## config.mk

```make
export PLATFORM = sky130hd
export DESIGN_NAME = uart_rx_flat
export DESIGN_NICKNAME = d
export VERILOG_FILES = /design/src/rtl/uart_pkg.sv /design/src/rtl/uart_rx_if.sv /design/src/rtl/sync_fifo.sv /design/src/rtl/uart_rx.sv /design/src/flat_wrapper.sv
export SDC_FILE = /design/constraint.sdc
export NUM_CORES = 1
export LEC_CHECK = 0
export ABC_AREA = 1
export BUFFER_PORTS_ARGS = -buffer_cell sky130_fd_sc_hd__buf_2
export CAP_MARGIN = 5
export CORE_MARGIN = 2
export CORE_UTILIZATION = 55
export DETAILED_ROUTE_END_ITERATION = 6
export MAX_ROUTING_LAYER = met4
export PLACE_DENSITY = 0.79
export RECOVER_POWER = 25
export SKIP_CTS_REPAIR_TIMING = 1
export SLEW_MARGIN = 20
export SYNTH_ARGS = -nofsm -noshare
export SYNTH_HDL_FRONTEND = slang
export SYNTH_SLANG_ARGS = --single-unit
```

## constraint.sdc

```tcl
create_clock -name clk_i -period 2.4 [get_ports clk_i]
set_input_delay 0.48 -clock clk_i [delete_from_list [all_inputs] [get_ports clk_i]]
set_output_delay 0.48 -clock clk_i [all_outputs]
set_load 0.02 [all_outputs]
```

## src/rtl/uart_pkg.sv

```systemverilog
// rtl/uart_pkg.sv - shared UART constants and receiver state encoding
package uart_pkg;

  localparam int OVERSAMPLE = 16;
  localparam int MID_SAMPLE = 7;
  localparam int DATA_BITS  = 8;

  localparam int SAMP_W = $clog2(OVERSAMPLE);
  localparam int BIT_W  = $clog2(DATA_BITS);

  localparam logic [SAMP_W-1:0] SAMP_MID  = SAMP_W'(MID_SAMPLE);
  localparam logic [SAMP_W-1:0] SAMP_LAST = SAMP_W'(OVERSAMPLE - 1);
  localparam logic [BIT_W-1:0]  BIT_LAST  = BIT_W'(DATA_BITS - 1);

  typedef enum logic [2:0] {
    ST_IDLE      = 3'd0,
    ST_START     = 3'd1,
    ST_DATA      = 3'd2,
    ST_STOP      = 3'd3,
    ST_WAIT_HIGH = 3'd4
  } uart_rx_state_e;

endpackage

```

## src/rtl/uart_rx_if.sv

```systemverilog
// rtl/uart_rx_if.sv - valid/ready byte read interface of the UART receiver
interface uart_rx_if;
  import uart_pkg::*;

  logic [DATA_BITS-1:0] rdata;
  logic                 rvalid;
  logic                 rready;

  modport master (output rdata, output rvalid, input rready);
  modport slave  (input rdata, input rvalid, output rready);

endinterface

```

## src/rtl/sync_fifo.sv

```systemverilog
// rtl/sync_fifo.sv - first-word fall-through synchronous FIFO, power-of-two depth
module sync_fifo #(
  parameter  int WIDTH = 8,
  parameter  int DEPTH = 8,
  localparam int AW    = $clog2(DEPTH),
  localparam int CW    = AW + 1
) (
  input  logic             clk_i,
  input  logic             rstn_i,
  input  logic             push_i,
  input  logic [WIDTH-1:0] wdata_i,
  input  logic             pop_i,
  output logic [WIDTH-1:0] rdata_o,
  output logic             full_o,
  output logic             empty_o,
  output logic [CW-1:0]    count_o
);

  logic [WIDTH-1:0] mem_q [DEPTH];
  logic [WIDTH-1:0] mem_d [DEPTH];
  logic [AW-1:0]    wr_ptr_q, wr_ptr_d;
  logic [AW-1:0]    rd_ptr_q, rd_ptr_d;
  logic [CW-1:0]    count_q, count_d;
  logic             do_push, do_pop;

  assign empty_o = (count_q == '0);
  assign full_o  = (count_q == CW'(DEPTH));
  assign do_pop  = pop_i && !empty_o;
  // A pop in the same cycle frees the slot, so a push into a full FIFO is accepted then.
  assign do_push = push_i && (!full_o || do_pop);
  assign rdata_o = mem_q[rd_ptr_q];
  assign count_o = count_q;

  always_comb begin
    mem_d    = mem_q;
    wr_ptr_d = wr_ptr_q;
    rd_ptr_d = rd_ptr_q;
    count_d  = count_q;
    if (do_push) begin
      mem_d[wr_ptr_q] = wdata_i;
      wr_ptr_d        = wr_ptr_q + 1'b1;
    end
    if (do_pop) begin
      rd_ptr_d = rd_ptr_q + 1'b1;
    end
    case ({do_push, do_pop})
      2'b10:   count_d = count_q + 1'b1;
      2'b01:   count_d = count_q - 1'b1;
      default: count_d = count_q;
    endcase
  end

  always_ff @(posedge clk_i or negedge rstn_i) begin
    if (!rstn_i) begin
      for (int i = 0; i < DEPTH; i++) begin
        mem_q[i] <= '0;
      end
      wr_ptr_q <= '0;
      rd_ptr_q <= '0;
      count_q  <= '0;
    end else begin
      mem_q    <= mem_d;
      wr_ptr_q <= wr_ptr_d;
      rd_ptr_q <= rd_ptr_d;
      count_q  <= count_d;
    end
  end

endmodule

```

## src/rtl/uart_rx.sv

```systemverilog
// rtl/uart_rx.sv - 8N1 UART receiver with 16x oversampling, byte FIFO and sticky errors
module uart_rx
  import uart_pkg::*;
#(
  parameter int FIFO_DEPTH = 8,
  parameter int DIV_W      = 16
) (
  input  logic                        clk_i,
  input  logic                        rstn_i,
  input  logic                        rx_i,
  input  logic                        en_i,
  input  logic [DIV_W-1:0]            baud_div_i,
  uart_rx_if.master                   rd,
  output logic [$clog2(FIFO_DEPTH):0] fifo_count_o,
  output logic                        frame_err_o,
  output logic                        overrun_o,
  input  logic                        clr_err_i
);

  logic [1:0]           sync_q, sync_d;
  logic                 rx_s;
  uart_rx_state_e       state_q, state_d;
  logic [DIV_W-1:0]     tick_cnt_q, tick_cnt_d;
  logic [DIV_W-1:0]     div_q, div_d;
  logic [SAMP_W-1:0]    samp_q, samp_d;
  logic [BIT_W-1:0]     bit_q, bit_d;
  logic [DATA_BITS-1:0] shift_q, shift_d;
  logic                 frame_err_q, frame_err_d;
  logic                 overrun_q, overrun_d;
  logic                 tick;
  logic                 push;
  logic                 frame_set;
  logic                 fifo_full, fifo_empty;

  assign sync_d = {sync_q[0], rx_i};
  assign rx_s   = sync_q[1];
  assign tick   = (state_q != ST_IDLE) && (tick_cnt_q == div_q);

  // The divisor is sampled only at a wrap (or while idle) so a change never shortens a tick.
  always_comb begin
    tick_cnt_d = tick_cnt_q;
    div_d      = div_q;
    if (!en_i || state_q == ST_IDLE || tick) begin
      tick_cnt_d = '0;
      div_d      = baud_div_i;
    end else begin
      tick_cnt_d = tick_cnt_q + 1'b1;
    end
  end

  always_comb begin
    state_d   = state_q;
    samp_d    = samp_q;
    bit_d     = bit_q;
    shift_d   = shift_q;
    push      = 1'b0;
    frame_set = 1'b0;
    case (state_q)
      ST_IDLE: begin
        if (!rx_s) begin
          state_d = ST_START;
          samp_d  = '0;
        end
      end
      ST_START: begin
        if (tick) begin
          if (samp_q == SAMP_MID) begin
            samp_d  = '0;
            bit_d   = '0;
            state_d = rx_s ? ST_IDLE : ST_DATA;
          end else begin
            samp_d = samp_q + 1'b1;
          end
        end
      end
      ST_DATA: begin
        if (tick) begin
          if (samp_q == SAMP_LAST) begin
            shift_d = {rx_s, shift_q[DATA_BITS-1:1]};
            samp_d  = '0;
            bit_d   = bit_q + 1'b1;
            if (bit_q == BIT_LAST) begin
              state_d = ST_STOP;
            end
          end else begin
            samp_d = samp_q + 1'b1;
          end
        end
      end
      ST_STOP: begin
        if (tick) begin
          if (samp_q == SAMP_LAST) begin
            samp_d = '0;
            if (rx_s) begin
              push    = 1'b1;
              state_d = ST_IDLE;
            end else begin
              frame_set = 1'b1;
              state_d   = ST_WAIT_HIGH;
            end
          end else begin
            samp_d = samp_q + 1'b1;
          end
        end
      end
      ST_WAIT_HIGH: begin
        if (rx_s) begin
          state_d = ST_IDLE;
        end
      end
      default: state_d = ST_IDLE;
    endcase
    if (!en_i) begin
      state_d   = ST_IDLE;
      push      = 1'b0;
      frame_set = 1'b0;
    end
  end

  // Set wins over clear; a full FIFO with a concurrent pop is not an overrun.
  always_comb begin
    frame_err_d = frame_set | (frame_err_q & ~clr_err_i);
    overrun_d   = (push && fifo_full && !rd.rready) | (overrun_q & ~clr_err_i);
  end

  always_ff @(posedge clk_i or negedge rstn_i) begin
    if (!rstn_i) begin
      sync_q      <= 2'b11;
      state_q     <= ST_IDLE;
      tick_cnt_q  <= '0;
      div_q       <= '0;
      samp_q      <= '0;
      bit_q       <= '0;
      shift_q     <= '0;
      frame_err_q <= 1'b0;
      overrun_q   <= 1'b0;
    end else begin
      sync_q      <= sync_d;
      state_q     <= state_d;
      tick_cnt_q  <= tick_cnt_d;
      div_q       <= div_d;
      samp_q      <= samp_d;
      bit_q       <= bit_d;
      shift_q     <= shift_d;
      frame_err_q <= frame_err_d;
      overrun_q   <= overrun_d;
    end
  end

  sync_fifo #(
    .WIDTH (DATA_BITS),
    .DEPTH (FIFO_DEPTH)
  ) u_fifo (
    .clk_i   (clk_i),
    .rstn_i  (rstn_i),
    .push_i  (push),
    .wdata_i (shift_d),
    .pop_i   (rd.rready),
    .rdata_o (rd.rdata),
    .full_o  (fifo_full),
    .empty_o (fifo_empty),
    .count_o (fifo_count_o)
  );

  assign rd.rvalid   = !fifo_empty;
  assign frame_err_o = frame_err_q;
  assign overrun_o   = overrun_q;

endmodule

```

## src/flat_wrapper.sv

```systemverilog
// flat-port wrapper written by rule: the top's interface ports become plain ports
module uart_rx_flat import uart_pkg::*;
#(
  parameter int FIFO_DEPTH = 8,
  parameter int DIV_W      = 16
)
  (clk_i, rstn_i, rx_i, en_i, baud_div_i, fifo_count_o, frame_err_o, overrun_o, clr_err_i, rd_rdata, rd_rvalid, rd_rready);
  uart_rx_if rd_i ();
  input  logic clk_i;
  input  logic rstn_i;
  input  logic rx_i;
  input  logic en_i;
  input  logic [DIV_W-1:0] baud_div_i;
  output logic [$clog2(FIFO_DEPTH):0] fifo_count_o;
  output logic frame_err_o;
  output logic overrun_o;
  input  logic clr_err_i;
  output wire logic [$bits(rd_i.rdata)-1:0] rd_rdata;
  output wire logic [$bits(rd_i.rvalid)-1:0] rd_rvalid;
  input wire logic [$bits(rd_i.rready)-1:0] rd_rready;
  assign rd_rdata = rd_i.rdata;
  assign rd_rvalid = rd_i.rvalid;
  assign rd_i.rready = rd_rready;
  uart_rx #(.FIFO_DEPTH(FIFO_DEPTH), .DIV_W(DIV_W)) u_core (.clk_i(clk_i), .rstn_i(rstn_i), .rx_i(rx_i), .en_i(en_i), .baud_div_i(baud_div_i), .rd(rd_i), .fifo_count_o(fifo_count_o), .frame_err_o(frame_err_o), .overrun_o(overrun_o), .clr_err_i(clr_err_i));
endmodule
```

==> flow_summary.toml, run 1 <==
[critical_path]
crit_required_ns = 1.92
critPathLaunch = "u_core.u_fifo.rd_ptr_q[0]"
r2r-end = "u_core.u_fifo.count_o[3]"
critPathKind = "flip-flop to output pin"
crit_path_max_incr_delay_ns = 0.41
crit_cells = 9
crit_path_end_kind = "output pin"
slowest_stage = "dfrtp_1"
critical_path.cell_chain = "inv_2 > buf_12 > clkbuf_16 > buf_8 > nor2_2 > o22ai_2 > nor2_1 > a31oi_1 > buf_2"
r2r_slack_ns = 0.05
r2r_cells = 20
arrival_ns = 1.95
crit_path_start_kind = "flip-flop"
r2r_start = "u_core.tick_cnt_q[12]"
path_buf_inv = 5
critPathTopFamily = "buffers and inverters"
crit_fanout = 6
cp-endpoint = "rd_rdata[1]"

[hold_path]
min_path_type = "input port to flip-flop"

[die]
fp-row-count = 39
die_w_um = 111
initial_utilization_pct = 55.8
coreArea_um2 = 11300
dieHeight_um = 111
die_area_um2 = 12400
io_pins = 37

[yosys]
synth_cell_type_count = 33
syn_inst = 800
ys_seq_area_share_pct = 50.7
synth_commonest_cells = "312 x nand2_1, 126 x dfrtp_1, 92 x nor2_1, 70 x o21ai_0, 57 x inv_1"
syn_nets = 831
synthArstFlopShare_pct = 100
yosys_warnings = 0
netlist_area_um2 = 6320
synth_flop_cell = "dfrtp_1"
yosys.cell_count.top_type = "nand2_1"
synth-edff-count = 0
avgSynthCellArea_um2 = 7.90
synth-seq-cells = 128
netlist.area_leader.share_pct = 49.9
synth_top_cells_by_area = "dfrtp_1 50%, nand2_1 19%, o21ai_0 5.5%"
yosysTopAreaCell = "dfrtp_1"

[clocking]
clock_latency_ns = 0.42
cts_tree = "built"
htreeDepth = 4
cts_buffers = 17
cts.path.max_buffers = 2
clk_pin_slew_ns = 0.05
cts_sinks = 128
clock-root-buffer = "clkbuf_16"

[route]
drt_pass1_iterations = 5
vias = 5601
drt_iter0_markers = 443
ant_nets = 0
wl_met3_mm = 1.15
top_layer = "met4"
totalWireLength_mm = 15.7
avgViaCountPerCell = 5.41
wl_per_cell_um = 15.2
dr_wl_met2_mm = 7.35
drc = 0
wl_met1_mm = 6.87

[timing]
holdWs_ns = 0.169
worst_slack_ns = -0.0280
rsz0062_at_grt = "true"
period_needed_ns = 2.43
worst_pin_slew_ns = 1.91
clock_skew_ns = 0.00715
finalSetupViolations = 2
slew_headroom_pct = -27.5
final.setup.tns_ns = -0.0408
final.period_utilization_pct = 101
finalHoldViolations = 0
max_freq_mhz = 412
maxSlewViolCount = 32

[power]
power_leakage_uw = 0.00396
vdd_drop_max_uv = 792
power_uw = 7800
power_density_nw_per_um2 = 1010

[grt]
grt_pass1_vias = 5235
grt_usage_pct = 26.5
grt_max_degree = 49
antenna_found_initial = 0
grt_pass1_wl_mm = 25.4
grt_overflow = 0

[job]
cap_violations = 1

[cells_and_area]
diodes = 0
final_cells = 1035
layout.nets = 916
area_delta_synth_final_pct = 21.7
drive_gt1_share_pct = 19.3

[place]
place_inst = 992
place_ws_ns = -0.0485
numPortBuffers = 36
routabilityCongestion = 0.918
dpl.hpwl_mm = 9.94

[outcome]
status = "complete, but fails checks"
violations = "max-capacitance violations, max-slew violations, negative setup slack"
per-layer routing:
| metal | GRT usage (%) | up-vias |
|---|---|---|
| met5 | - | - |
| li1 | - | 2701 |
| met4 | 8.72 | 0 |
| met3 | 7.00 | 37 |
| met2 | 39.2 | 236 |
| met1 | 36.1 | 2627 |
sequential cells by signal (all words and copies together), names as in the netlist, 2 cells and up:
| name | count |
|---|---|
| u_core.bit_q | 3 |
| u_core.div_q | 16 |
| u_core.samp_q | 4 |
| u_core.shift_q | 8 |
| u_core.state_q | 3 |
| u_core.sync_q | 2 |
| u_core.tick_cnt_q | 16 |
| u_core.u_fifo.count_o | 4 |
| u_core.u_fifo.mem_q | 64 |
| u_core.u_fifo.rd_ptr_q | 3 |
| u_core.u_fifo.wr_ptr_q | 3 |
final cells by class:
class	count	area (um^2)
Clock buffer	23	448
Clock inverter	3	40.0
Fill cell	883	3630
Inverter	79	330
Multi-Input combinational cell	576	2820
Sequential cell	128	3210
Tap cell	143	179
Timing Repair Buffer	83	663
worst reg2reg max path, delay by kind of cell, from the launching register on:
kind | cells | cell delay (ns)
buffers and inverters | 4 | 0.23
AO/OA/AOI/OAI | 1 | 0.15
flip-flops | 1 | 0.38
adder cells (fa/ha/maj) | 1 | 0.23
AND/OR/NAND/NOR | 14 | 1.25
report_power, final:
group,switching (uW),internal [uW],leakage [uW],total [uW]
combinational,1790,1240,0.00201,3040
clock,862,1380,0.000239,2240
sequential,160,2360,0.00171,2520
worst min-delay path by stage:
stage                                start               end  slack (ns)  cells past startpoint
after global placement    u_core.sync_q[0]  u_core.sync_q[1]        0.35                      0
after global routing                  rx_i  u_core.sync_q[0]        0.14                      1
after floorplan                     rstn_i   u_core.bit_q[0]        0.18                      0
final                                 rx_i  u_core.sync_q[0]        0.17                      1
after CTS                           rstn_i  u_core.div_q[14]        0.01                      1
after detailed placement  u_core.sync_q[0]  u_core.sync_q[1]        0.35                      0
metrics by stage:
| step | cell area [um^2] | util, % |
|---|---|---|
| finish | 7690 | 67.9 |
| global route | 7690 | 67.9 |
| CTS | 7340 | 64.8 |
| detailed placement | 6850 | 60.5 |
| global placement | 6850 | 60.5 |
| floorplan | 6320 | - |
layout by cell type (no fill, tap or decap), types with 7 or more instances in the layout:
cell type	instances
nand2_1	307
dfrtp_1	126
nor2_1	84
o21ai_0	58
inv_1	53
buf_4	39
buf_2	30
clkbuf_16	19
inv_2	17
nand3_1	15
a21oi_1	14
o21ai_1	12
xor2_1	7
nor3_1	7
o22ai_2	7
a31oi_1	7
ha_1	7
clkbuf_1	7
logic make-up (layout without fill, tap and decap cells):
| kind of cell | after synthesis | in the layout | share of synthesized area [%] |
|---|---|---|---|
| simple gates | 447 | 447 | 29.5 |
| xor+xnor | 9 | 9 | 1.25 |
| fa+ha+maj | 9 | 9 | 1.90 |
| buf+inv | 96 | 188 | 6.51 |
| compound gates | 111 | 111 | 10.1 |
| flops | 128 | 128 | 50.7 |
Note: power is estimated with default switching activity, not from simulation.
==> run 2: changes to the inputs <==
Settings changed: CELL_PAD_IN_SITES_DETAIL_PLACEMENT set to 1, CELL_PAD_IN_SITES_GLOBAL_PLACEMENT set to 1, CORE_UTILIZATION 55 to 41, PLACE_DENSITY 0.79 to 0.78.
==> flow_summary.toml, run 2 (same netlist as run 1, synthesis figures left out) <==
[critical_path]
r2r_cells = 18
crit_fanout = 8
crit_required_ns = 1.92
crit_path_start_kind = "flip-flop"
r2r-end = "u_core.u_fifo.count_o[3]"
critical_path.cell_chain = "clkinvlp_4 > buf_12 > nor2_4 > o22ai_4 > nor2_1 > a31oi_1 > buf_4"
critPathKind = "flip-flop to output pin"
crit_path_max_incr_delay_ns = 0.44
r2r_start = "u_core.state_q[0]"
slowest_stage = "dfrtp_2"
crit_path_end_kind = "output pin"
arrival_ns = 1.95
r2r_slack_ns = 0.12

[clocking]
cts_buffers = 17
clock-root-buffer = "clkbuf_16"
clock_latency_ns = 0.42
cts.path.max_buffers = 2
clk_pin_slew_ns = 0.06
htreeDepth = 4
cts_tree = "built"
cts_sinks = 128

[outcome]
violations = "negative setup slack"
status = "complete, but fails checks"

[die]
die_w_um = 128
die_area_um2 = 16400
dieHeight_um = 128
coreArea_um2 = 15100
initial_utilization_pct = 41.7
io_pins = 37
fp-row-count = 45

[cells_and_area]
layout.nets = 912
final_cell_mix = "304 x nand2_1, 123 x dfrtp_1, 83 x nor2_1, 56 x o21ai_0, 50 x inv_1"
area_delta_synth_final_pct = 26.3
diodes = 0
largest_reg_flops = 64
seq_area_um2 = 3210
fill_cells = 1791
top_regs = "u_core.u_fifo.mem_q x64, u_core.div_q x16, u_core.tick_cnt_q x16"
multiInputGateArea_um2 = 2950
layout_commonest_cell = "nand2_1"
drive_gt1_share_pct = 22.1
top_register = "u_core.u_fifo.mem_q"

[grt]
grt_overflow = 0
grt_max_degree = 72
grt_pass1_vias = 6189
antenna_found_initial = 0
grt_usage_pct = 25.1
grt_pass1_wl_mm = 31.0

[timing]
max_freq_mhz = 412
worst_slack_ns = -0.0273
finalSetupViolations = 2
final.period_utilization_pct = 101
maxSlewViolCount = 0
period_needed_ns = 2.43
clock_skew_ns = 0.00885
slew_headroom_pct = 31.4
rsz0062_at_grt = "true"
finalHoldViolations = 0
holdWs_ns = 0.157
worst_pin_slew_ns = 1.03

[hold_path]
holdPathEnd = "u_core.sync_q[0]"
hold_depth = 1
min_path_type = "input port to flip-flop"
hp-start = "rx_i"

[route]
vias = 5741
wl_per_cell_um = 18.0
ant_nets = 0
totalWireLength_mm = 19.5
drt_iter0_markers = 343
drc = 0
avgViaCountPerCell = 5.31
drt_pass1_iterations = 4

[place]
place_ws_ns = -0.0102
routabilityCongestion = 0.820
numPortBuffers = 36
dpl.hpwl_mm = 12.8

[job]
cap_violations = 0

[power]
power_density_nw_per_um2 = 1080
vdd_drop_max_uv = 583
power_leakage_uw = 0.00401
## run 2: cell types whose count changed in the layout (fill, tap and decap cells not counted), sizes merged
cell         before  now
dlygate4sd3       0    1
clkbuf           26   25
clkinv           10   13
nand3            24   26
clkinvlp          1    3
inv              70   69
buf              80   72
bufinv            1    5
## run 2: critical path, delay by kind of cell, from the launching register on
family | cells | cell delay [ns]
compound gates | 2 | 0.42
simple gates | 2 | 0.12
flops | 1 | 0.44
buf+inv | 3 | 0.52
## run 2: how the worst max path moves through the flow
stage / startpoint / endpoint / slack [ns]
4_1_cts: u_core.u_fifo.rd_ptr_q[0] / rd_rdata[7] / -0.29
2_1_floorplan: u_core.tick_cnt_q[2] / u_core.u_fifo.count_o[3] / 0.07
3_5_place_dp: u_core.samp_q[0] / u_core.u_fifo.count_o[3] / -0.01
6_report: u_core.u_fifo.rd_ptr_q[0] / rd_rdata[1] / -0.03
3_3_place_gp: en_i / u_core.u_fifo.count_o[3] / 0.08
5_1_grt: u_core.u_fifo.rd_ptr_q[0] / rd_rdata[2] / -0.07
## run 2: area by class of cell
| cell class | count | share of cell area (%) |
|---|---|---|
| Sequential cell | 128 | 40.2 |
| Clock inverter | 11 | 2.29 |
| Tap cell | 188 | 2.95 |
| Timing Repair Buffer | 77 | 7.46 |
| Clock buffer | 21 | 6.02 |
| Multi-Input combinational cell | 578 | 36.9 |
| Inverter | 79 | 4.18 |
## run 2: power breakdown
part | internal (uW) | switching, uW | leakage [uW]
clock network | 1940 | 963 | 0.000329
logic | 1200 | 1940 | 0.00198
registers | 2360 | 187 | 0.00171
## run 2: layer usage
metal	GRT usage, %	wire length [um]	up-vias
li1	-	-	2699
met1	31.7	8700	2907
met2	40.7	9750	103
met3	4.22	708	32
met4	9.37	343	0
met5	-	0	-
## run 2: stage by stage
step / TNS [ns] / power (uW) / area, um^2 / util [%] / std cells
finish: -0.0484 / 8600 / 7980 / 52.7 / 1082
global route: -0.691 / 9050 / 7980 / 52.7 / 1082
CTS: -1.71 / 7950 / 7550 / 49.9 / 1067
detailed placement: -0.0102 / 4990 / 6890 / 45.5 / 1035
global placement: 0 / 4880 / 6890 / 45.5 / 1035
floorplan: 0 / 4100 / 6320 / - / 800
==> run 3: changes to the inputs <==
Settings changed: ABC_AREA 1 to unset, CORE_UTILIZATION 41 to 46, PLACE_DENSITY 0.78 to 0.79.
==> flow_summary.toml, run 3 <==
[timing]
finalHoldViolations = 0
slew_headroom_pct = 5.36
clock_skew_ns = 0.00991
rsz0062_at_grt = "true"
period_needed_ns = 2.50
worst_slack_ns = -0.0968
finalSetupViolations = 37
worst_pin_slew_ns = 1.42
max_freq_mhz = 401
final.setup.tns_ns = -1.14
final.period_utilization_pct = 104
maxSlewViolCount = 0

[route]
drc = 0
vias = 4376
drt_pass1_iterations = 4
totalWireLength_mm = 18.0
ant_nets = 0
drt_iter0_markers = 198
wl_per_cell_um = 23.6
avgViaCountPerCell = 5.73

[critical_path]
critical_path.cell_chain = "clkbuf_16 > mux4_2 > mux2_2 > buf_6"
path_buf_inv = 2
crit_fanout = 4
slowest_stage = "mux4_2"
crit_required_ns = 1.92
crit_path_max_incr_delay_ns = 0.50
r2r_slack_ns = -0.05
crit_path_end_kind = "output pin"
critPathLaunch = "u_core.u_fifo.rd_ptr_q[0]"
crit_path_start_kind = "flip-flop"
r2r_start = "u_core.tick_cnt_q[15]"
critPathKind = "flip-flop to output pin"
critPathTopFamily = "multiplexers"
arrival_ns = 2.02

[clocking]
cts.path.max_buffers = 2
cts_buffers = 17
clk_pin_slew_ns = 0.05
clock_latency_ns = 0.42
cts_sinks = 128
cts_tree = "built"
htreeDepth = 4
clock-root-buffer = "clkbuf_16"

[die]
initial_utilization_pct = 47.4
fp-row-count = 42
dieHeight_um = 121
coreArea_um2 = 13300
io_pins = 37
die_w_um = 121
die_area_um2 = 14600

[grt]
grt_pass1_vias = 4781
grt_overflow = 0
grt_pass1_wl_mm = 26.0
antenna_found_initial = 0
grt_max_degree = 49
grt_usage_pct = 24.4

[outcome]
status = "complete, but fails checks"
violations = "negative setup slack"

[job]
cap_violations = 0

[yosys]
synthArstFlopShare_pct = 100
netlist.area_leader.share_pct = 50.0
syn_nets = 498
netlist_area_um2 = 6300
synth_top_cells_by_area = "dfrtp_1 50%, mux2_2 11%, mux2_4 9.5%"
yosys.cell_count.top_type = "dfrtp_1"
syn_inst = 467
yosys_warnings = 0
synth-edff-count = 0
synth_cell_type_count = 61
synth_commonest_cells = "126 x dfrtp_1, 59 x mux2_2, 40 x mux2_4, 31 x nor2_1, 21 x nand2_1"
yosysTopAreaCell = "dfrtp_1"
synth_flop_cell = "dfrtp_1"
synth-seq-cells = 128
ys_seq_area_share_pct = 50.9
avgSynthCellArea_um2 = 13.5

[cells_and_area]
area_delta_synth_final_pct = 29.9
largest_reg_flops = 64
top_register = "u_core.u_fifo.mem_q"
seq_area_um2 = 3210
diodes = 0
multiInputGateArea_um2 = 3250
drive_gt1_share_pct = 51.2
layout.nets = 607
layout_commonest_cell = "dfrtp_1"
fill_cells = 1265
final_cell_mix = "125 x dfrtp_1, 59 x mux2_2, 54 x buf_4, 46 x mux2_4, 29 x nor2_1"
top_regs = "u_core.u_fifo.mem_q x64, u_core.div_q x16, u_core.tick_cnt_q x16"

[hold_path]
min_path_type = "input port to flip-flop"
hp-start = "rx_i"

[power]
vdd_drop_max_uv = 427
power_leakage_uw = 0.00382
power_density_nw_per_um2 = 742
power_uw = 6070

[place]
numPortBuffers = 36
dpl.hpwl_mm = 10.5
routabilityCongestion = 0.892
## run 3: cell families after synthesis
logic type                 share of synthesized area, %
xor gates and xnor gates                           5.14
and+or+nand+nor                                    10.4
muxes                                              26.0
buffers and inverters                              2.20
AOI/OAI and AO/OA                                  3.50
adders and majority gates                          1.91
DFF                                                50.9
## run 3: metrics by stage
stage	hold slack [ns]	util, %	cells	worst slack (ns)	cell area (um^2)
after global placement	0.346	53.8	712	-0.0112	7150
after global routing	0.149	61.5	764	-0.156	8180
after detailed placement	0.348	53.8	712	-0.209	7150
after floorplan	0.184	-	467	0.0177	6330
final	0.160	61.5	764	-0.0968	8180
after CTS	0.129	58.2	743	-0.211	7740
## run 3: area by class of cell
class	count	area share (%)
multi-input cells	316	39.8
flip-flops and latches	128	39.2
repair buffers	105	10.8
clock buffers	22	5.92
well taps	176	2.69
clock inverters	9	1.30
inverters	8	0.367
## run 3: final timing paths
path	endpoint	depth (start not counted)
max in group asynchronous	u_core.u_fifo.mem_q[57]	2
hold / removal	u_core.sync_q[0]	1
min in group asynchronous	u_core.shift_q[2]	1
setup / recovery	rd_rdata[3]	4
setup reg to reg	u_core.u_fifo.mem_q[3]	6
hold reg to reg	u_core.sync_q[1]	0
## run 3: power breakdown
| part | internal, uW | switching (uW) |
|---|---|---|
| clock | 1630 | 959 |
| sequential | 2250 | 131 |
| combinational | 549 | 548 |
## run 3: layer usage
layer | GRT usage, % | part of all wire (%)
met4 | 7.92 | 2.1
met5 | - | 0
met1 | 27.6 | 39
met2 | 42.3 | 55
met3 | 6.30 | 3.8
